### src/rtl/npc_pkg.sv
// Shared definitions for the NPC next-PC sequencer: branch codes, the
// sequencer state enum and the default reset PC.
package npc_pkg;

  // Branch codes reported by the execute stage
  localparam logic [2:0] BR_NONE    = 3'b000;
  localparam logic [2:0] BR_JAL     = 3'b001;
  localparam logic [2:0] BR_JALR    = 3'b010;
  localparam logic [2:0] BR_ILLEGAL = 3'b011;
  localparam logic [2:0] BR_EQ      = 3'b100;
  localparam logic [2:0] BR_NE      = 3'b101;
  localparam logic [2:0] BR_LT      = 3'b110;
  localparam logic [2:0] BR_GE      = 3'b111;

  // Default program counter after reset
  localparam logic [31:0] DEFAULT_RESET_PC = 32'h8000_0000;

  // Sequencer control states
  typedef enum logic [1:0] {
    ST_FETCH     = 2'b00,
    ST_WAIT_INST = 2'b01,
    ST_EXEC      = 2'b10,
    ST_HALT      = 2'b11
  } seq_state_t;

endpackage

### src/rtl/pc_sequencer_if.sv
// Fetch request / instruction return handshake between the sequencer
// (master) and the instruction fetch unit (slave).
interface pc_sequencer_if;

  logic        fetch_valid;
  logic        fetch_ready;
  logic [31:0] fetch_addr;
  logic        inst_valid;
  logic        inst_ready;

  modport master (
    output fetch_valid,
    output fetch_addr,
    output inst_ready,
    input  fetch_ready,
    input  inst_valid
  );

  modport slave (
    input  fetch_valid,
    input  fetch_addr,
    input  inst_ready,
    output fetch_ready,
    output inst_valid
  );

endinterface

### src/rtl/pc_sequencer_branch_resolve.sv
// Combinational next-PC resolution: decodes the 3-bit branch code against
// the ALU flags and produces the next PC plus taken/illegal qualifiers.
import npc_pkg::*;

module branch_resolve (
  input  logic [2:0]  branch,
  input  logic        less,
  input  logic        zero,
  input  logic [31:0] pc,
  input  logic [31:0] imm,
  input  logic [31:0] rs1,
  output logic [31:0] next_pc,
  output logic        taken,
  output logic        illegal
);

  logic [31:0] seq_pc_s;
  logic [31:0] rel_pc_s;
  logic [31:0] reg_pc_s;

  assign seq_pc_s = pc + 32'd4;
  assign rel_pc_s = pc + imm;
  // jalr clears bit 0 of the computed target
  assign reg_pc_s = (rs1 + imm) & ~32'h1;

  // Select next PC and qualifiers from the branch code
  always_comb begin
    next_pc = seq_pc_s;
    taken   = 1'b0;
    illegal = 1'b0;
    case (branch)
      BR_NONE: begin
        next_pc = seq_pc_s;
      end
      BR_JAL: begin
        next_pc = rel_pc_s;
        taken   = 1'b1;
      end
      BR_JALR: begin
        next_pc = reg_pc_s;
        taken   = 1'b1;
      end
      BR_ILLEGAL: begin
        next_pc = seq_pc_s;
        illegal = 1'b1;
      end
      BR_EQ: begin
        taken   = zero;
        next_pc = zero ? rel_pc_s : seq_pc_s;
      end
      BR_NE: begin
        taken   = ~zero;
        next_pc = zero ? seq_pc_s : rel_pc_s;
      end
      BR_LT: begin
        taken   = less;
        next_pc = less ? rel_pc_s : seq_pc_s;
      end
      BR_GE: begin
        taken   = ~less;
        next_pc = less ? seq_pc_s : rel_pc_s;
      end
      default: begin
        next_pc = seq_pc_s;
        taken   = 1'b0;
        illegal = 1'b0;
      end
    endcase
  end

endmodule

### src/rtl/pc_sequencer.sv
// Multi-cycle next-PC controller: owns the PC, issues fetch requests,
// accepts the returned instruction, waits for execute resolution and
// commits the next PC with retire/taken accounting.
import npc_pkg::*;

module pc_sequencer #(
  parameter logic [31:0] RESET_PC = DEFAULT_RESET_PC,
  parameter int          CNT_W    = 32
) (
  input  logic                 clk,
  input  logic                 rst,
  pc_sequencer_if.master       bus,
  input  logic                 exe_valid,
  input  logic [2:0]           branch,
  input  logic                 less,
  input  logic                 zero,
  input  logic [31:0]          imm,
  input  logic [31:0]          rs1,
  input  logic                 halt,
  output logic [31:0]          pc,
  output logic                 commit,
  output logic                 taken,
  output logic                 illegal,
  output logic                 halted,
  output logic [CNT_W-1:0]     retire_cnt,
  output logic [CNT_W-1:0]     taken_cnt
);

  seq_state_t  state_r;
  logic        fetch_valid_r;
  logic        inst_ready_r;
  logic [31:0] br_next_pc_s;
  logic        br_taken_s;
  logic        br_illegal_s;

  // The fetch address is the PC register itself, so it cannot move while a
  // request is pending (PC only changes on a commit edge).
  assign bus.fetch_valid = fetch_valid_r;
  assign bus.fetch_addr  = pc;
  assign bus.inst_ready  = inst_ready_r;

  branch_resolve u_branch_resolve (
    .branch  (branch),
    .less    (less),
    .zero    (zero),
    .pc      (pc),
    .imm     (imm),
    .rs1     (rs1),
    .next_pc (br_next_pc_s),
    .taken   (br_taken_s),
    .illegal (br_illegal_s)
  );

  // Sequencer FSM with registered handshake, commit and counter outputs
  always_ff @(posedge clk) begin
    if (rst) begin
      state_r       <= ST_FETCH;
      pc            <= RESET_PC;
      fetch_valid_r <= 1'b0;
      inst_ready_r  <= 1'b0;
      commit        <= 1'b0;
      taken         <= 1'b0;
      illegal       <= 1'b0;
      halted        <= 1'b0;
      retire_cnt    <= {CNT_W{1'b0}};
      taken_cnt     <= {CNT_W{1'b0}};
    end else begin
      // commit qualifiers are single-cycle pulses
      commit  <= 1'b0;
      taken   <= 1'b0;
      illegal <= 1'b0;
      case (state_r)
        ST_FETCH: begin
          if (fetch_valid_r && bus.fetch_ready) begin
            fetch_valid_r <= 1'b0;
            inst_ready_r  <= 1'b1;
            state_r       <= ST_WAIT_INST;
          end else begin
            // raises the request in the first cycle after reset, then holds it
            fetch_valid_r <= 1'b1;
          end
        end
        ST_WAIT_INST: begin
          if (bus.inst_valid) begin
            inst_ready_r <= 1'b0;
            state_r      <= ST_EXEC;
          end else begin
            inst_ready_r <= 1'b1;
          end
        end
        ST_EXEC: begin
          if (exe_valid) begin
            pc         <= br_next_pc_s;
            commit     <= 1'b1;
            taken      <= br_taken_s;
            illegal    <= br_illegal_s;
            retire_cnt <= retire_cnt + CNT_W'(1);
            taken_cnt  <= taken_cnt + CNT_W'(br_taken_s);
            if (halt) begin
              halted        <= 1'b1;
              fetch_valid_r <= 1'b0;
              state_r       <= ST_HALT;
            end else begin
              fetch_valid_r <= 1'b1;
              state_r       <= ST_FETCH;
            end
          end else begin
            state_r <= ST_EXEC;
          end
        end
        ST_HALT: begin
          fetch_valid_r <= 1'b0;
          inst_ready_r  <= 1'b0;
          state_r       <= ST_HALT;
        end
        default: begin
          fetch_valid_r <= 1'b0;
          inst_ready_r  <= 1'b0;
          state_r       <= ST_FETCH;
        end
      endcase
    end
  end

endmodule

### src/flat_wrapper.sv
// flat-port wrapper written by rule: the top's interface ports become plain ports
module pc_sequencer_flat 
#(
  parameter logic [31:0] RESET_PC = DEFAULT_RESET_PC,
  parameter int          CNT_W    = 32
)
  (clk, rst, exe_valid, branch, less, zero, imm, rs1, halt, pc, commit, taken, illegal, halted, retire_cnt, taken_cnt, bus_fetch_valid, bus_fetch_addr, bus_inst_ready, bus_fetch_ready, bus_inst_valid);
  pc_sequencer_if bus_i ();
  input  logic clk;
  input  logic rst;
  input  logic exe_valid;
  input  logic [2:0] branch;
  input  logic less;
  input  logic zero;
  input  logic [31:0] imm;
  input  logic [31:0] rs1;
  input  logic halt;
  output logic [31:0] pc;
  output logic commit;
  output logic taken;
  output logic illegal;
  output logic halted;
  output logic [CNT_W-1:0] retire_cnt;
  output logic [CNT_W-1:0] taken_cnt;
  output wire logic [$bits(bus_i.fetch_valid)-1:0] bus_fetch_valid;
  output wire logic [$bits(bus_i.fetch_addr)-1:0] bus_fetch_addr;
  output wire logic [$bits(bus_i.inst_ready)-1:0] bus_inst_ready;
  input wire logic [$bits(bus_i.fetch_ready)-1:0] bus_fetch_ready;
  input wire logic [$bits(bus_i.inst_valid)-1:0] bus_inst_valid;
  assign bus_fetch_valid = bus_i.fetch_valid;
  assign bus_fetch_addr = bus_i.fetch_addr;
  assign bus_inst_ready = bus_i.inst_ready;
  assign bus_i.fetch_ready = bus_fetch_ready;
  assign bus_i.inst_valid = bus_inst_valid;
  pc_sequencer #(.RESET_PC(RESET_PC), .CNT_W(CNT_W)) u_core (.clk(clk), .rst(rst), .bus(bus_i), .exe_valid(exe_valid), .branch(branch), .less(less), .zero(zero), .imm(imm), .rs1(rs1), .halt(halt), .pc(pc), .commit(commit), .taken(taken), .illegal(illegal), .halted(halted), .retire_cnt(retire_cnt), .taken_cnt(taken_cnt));
endmodule
### config.mk
export PLATFORM = sky130hd
export DESIGN_NAME = pc_sequencer_flat
export DESIGN_NICKNAME = d
export VERILOG_FILES = /design/src/rtl/npc_pkg.sv /design/src/rtl/pc_sequencer_if.sv /design/src/rtl/pc_sequencer_branch_resolve.sv /design/src/rtl/pc_sequencer.sv /design/src/flat_wrapper.sv
export SDC_FILE = /design/constraint.sdc
export NUM_CORES = 1
export LEC_CHECK = 0
export BUFFER_PORTS_ARGS = -buffer_cell sky130_fd_sc_hd__buf_4
export CAP_MARGIN = 20
export CORE_UTILIZATION = 55
export DETAILED_ROUTE_END_ITERATION = 8
export PLACE_DENSITY = 0.82
export SLEW_MARGIN = 10
export SYNTH_ARGS = -nofsm -noshare
export SYNTH_HDL_FRONTEND = slang
export SYNTH_HIERARCHICAL = 1
export SYNTH_SLANG_ARGS = --single-unit
### constraint.sdc
create_clock -name clk -period 6.6 [get_ports clk]
set_input_delay 0 -clock clk [delete_from_list [all_inputs] [get_ports clk]]
set_output_delay 0 -clock clk [all_outputs]
set_load 0.01 [all_outputs]
==> metrics.txt <==
Max VDD drop=0.133 mV; wire per inst=16.8 microns; Worst-path clk slew=0.07 ns; post-CTS resize count=0; Filler Cell Count=1430; Routed WL=26400 microns; TritonRoute pass-1 iters=5; Rows=47; H-Tree Depth=3; Root Buffer=clkbuf_16; post-DP HPWL=19600 microns; port bufs=208; power share of the clock group=35.4%; worst endpoint required time=6.87 ns; Placer Congestion=0.992; CTS Buf Count=9; CTS tree=yes; outcome=completed; Bufs on Longest Clock Path=2; Post-DRT Antenna Nets=0; combinational power share=24.0%; detailed-route vias per instance=6.12; NumNets Final=1488; dpl cell area=10600 sq um; num ports=209; YS warnings=6; clock latency on the worst-skew pair=0.35 ns; Hold Path Class=in2reg; crit-path max FO=18; cell area after layout=11000 sq um; Int Power=1.09 mW; worst slew pin tran=0.888 ns; Max Transition Viols Final=0; initial antenna violation count=0; Leak=4.54 nW; Worst slew margin=40.8%; fin crit period=3.75 ns; first-pass GRT wire length=42000 microns; Psw=0.489 mW; TNS Setup=0 ns; pwr dens=144 nW/um^2; RSZ-0062 raised after global routing=no; Clock Sink Count=104; CP Capture Type=register; Initial Util=56.0%; Ant. Diodes=0; FFs w/ async S/R, synth=0%; Area Growth Syn to Fin=18.4%; FMAX=0.267 GHz; hold depth=4; sw frac=30.9%; core area=16500 sq um; die area=17400 sq um; die width=132 microns; most frequent cells in the layout=buf_4 (214), nand2_1 (150), a21oi_1 (127); crit share post-route=56.9%; Crit Path Category=in2reg; post-synth cell types=89; largest net degree at the start of global routing=67; share of cells above drive strength 1=20.4%; R2R cell count=11; CP startpoint kind=input pin; vias in the first global route=8662; Arrival @ worst endpoint=4.02 ns; DR DRC count=0; Syn Inst Count=1203; synthesis-stage register bit count=104; most common cell after layout, fill and taps aside=buf_4; register area share after synthesis=22.5%; All-Layer GR Usage=29.3%; Pwr Total=1.58 mW; Syn Nets=1346; via count=9607; Inst Count DP=1550; Final Hold Fails=0; Seq pwr share=40.5%; 1st-iter DRT viols=786; cell area after synthesis=9260 sq um; top_reg_cell synth=dfxtp_1; max-cap check violation count=0; grt ovf=0; Post-synth EDFFs=0; DIE HEIGHT=132 microns; syn_area_per_cell=7.70 sq um; final cell count without fillers=1570; setup violators final=0; clock skew=0.00956 ns
==> worst max-delay path: stages <==
cell           delay (ns)
dlygate4sd3_1        0.54
buf_4                0.16
nand2_1              0.06
nor2_1               0.04
a21oi_1              0.14
xnor2_1              0.09
buf_4                0.22
inv_1                0.52
ha_1                 0.34
ha_1                 0.21
nand4b_2             0.17
or4_1                0.78
or4_1                0.58
a21oi_1              0.16
==> layout make-up <==
type                    instances  area (sq um)  share of cell area [%]
multi-input cells             974          6510                    59.4
flip-flops and latches        104          2080                    19.0
repair buffers                218          1640                    15.0
well taps                     220           275                    2.51
clock buffers                   9           225                    2.05
inverters                      38           143                    1.30
clock inverters                 7          90.1                   0.822
==> metrics by stage <==
stage	hold slack [ns]	util, %	setup WS [ns]
finish	0.0937	66.3	2.85
global route	0.111	66.3	2.65
CTS	0.0752	66.3	2.88
detailed placement	0.259	64.2	3.04
global placement	0.248	64.2	3.19
floorplan	0.141	-	3.74
==> power by group through the flow <==
stage | logic [mW] | clock network (mW) | registers, mW
after detailed placement | 0.369 | 0 | 0.657
after floorplan | 0.260 | 0 | 0.654
final | 0.380 | 0.561 | 0.642
after CTS | 0.373 | 0.577 | 0.642
after global placement | 0.365 | 0 | 0.656
after global routing | 0.412 | 0.602 | 0.643
==> final timing paths <==
path                                             endpoint                startpoint  slack, ns
worst max register to register  u_core/bus.fetch_addr[29]  u_core/bus.fetch_addr[2]       3.38
worst min register to register              u_core/halted             u_core/halted       0.48
worst min-delay path                    u_core/state_r[1]                 exe_valid       0.09
worst max-delay path                 u_core/taken_cnt[28]                 branch[2]       2.85
==> synthesized netlist by cell type, drive strengths merged, types with 4 or more instances <==
| cell type | instances | area (sq um) |
|---|---|---|
| or3 | 21 | 131 |
| a22oi | 9 | 67.6 |
| nor3b | 4 | 30.0 |
| o21bai | 11 | 82.6 |
| xnor2 | 64 | 561 |
| ha | 66 | 826 |
| clkbuf | 38 | 173 |
| and4 | 8 | 70.1 |
| nor3 | 25 | 125 |
| and2 | 5 | 31.3 |
| inv | 38 | 143 |
| o21ai | 62 | 310 |
| nand4b | 6 | 58.8 |
| nor4 | 8 | 65.1 |
| or4 | 22 | 170 |
| a2111oi | 6 | 78.8 |
| a31oi | 11 | 98.8 |
| nand2b | 9 | 56.3 |
| o311ai | 4 | 60.1 |
| a21o | 31 | 234 |
| buf | 48 | 348 |
| nand4 | 27 | 181 |
| o221ai | 18 | 158 |
| o211ai | 6 | 45.0 |
| or2 | 4 | 25.0 |
| o22ai | 4 | 25.0 |
| o31ai | 18 | 135 |
| mux2 | 13 | 146 |
| o21a | 4 | 30.0 |
| a211oi | 11 | 92.6 |
| nand3 | 42 | 215 |
| nor2b | 16 | 100 |
| and3 | 9 | 60.1 |
| nor2 | 71 | 269 |
| nand2 | 151 | 569 |
| dfxtp | 104 | 2080 |
| xor2 | 41 | 359 |
| a21oi | 127 | 636 |
==> cell families (layout without fill, tap and decap cells) <==
logic type | after synthesis | count (layout) | share of synthesized area [%]
simple gates | 439 | 439 | 24.4
mux | 15 | 15 | 1.80
xor+xnor | 105 | 105 | 9.93
compound gates | 347 | 347 | 24.8
fa+ha+maj | 68 | 68 | 9.35
buf+inv | 125 | 272 | 7.28
flops | 104 | 104 | 22.5
==> layer usage <==
| metal | GRT usage, % | vias to the layer above | part of all wire [%] |
|---|---|---|---|
| met5 | 0 | - | 0 |
| met4 | 11.6 | 0 | 3.3 |
| met3 | 4.50 | 72 | 7.0 |
| met2 | 49.6 | 418 | 47 |
| met1 | 37.2 | 4450 | 43 |
| li1 | - | 4667 | - |
==> flip-flops by register name, summed over array words and instances (netlist names) <==
signal                  flops
u_core/bus.fetch_addr      32
u_core/bus.fetch_valid      1
u_core/bus.inst_ready       1
u_core/commit               1
u_core/halted               1
u_core/illegal              1
u_core/retire_cnt          32
u_core/state_r              2
u_core/taken                1
u_core/taken_cnt           32
==> repair_timing <==
| action | CTS | global route |
|---|---|---|
| hold endpoints to repair | 4 | 0 |
| setup buffers | 0 | 0 |
| hold buffers | 3 | 0 |
Power figures use the tool's default switching activity.
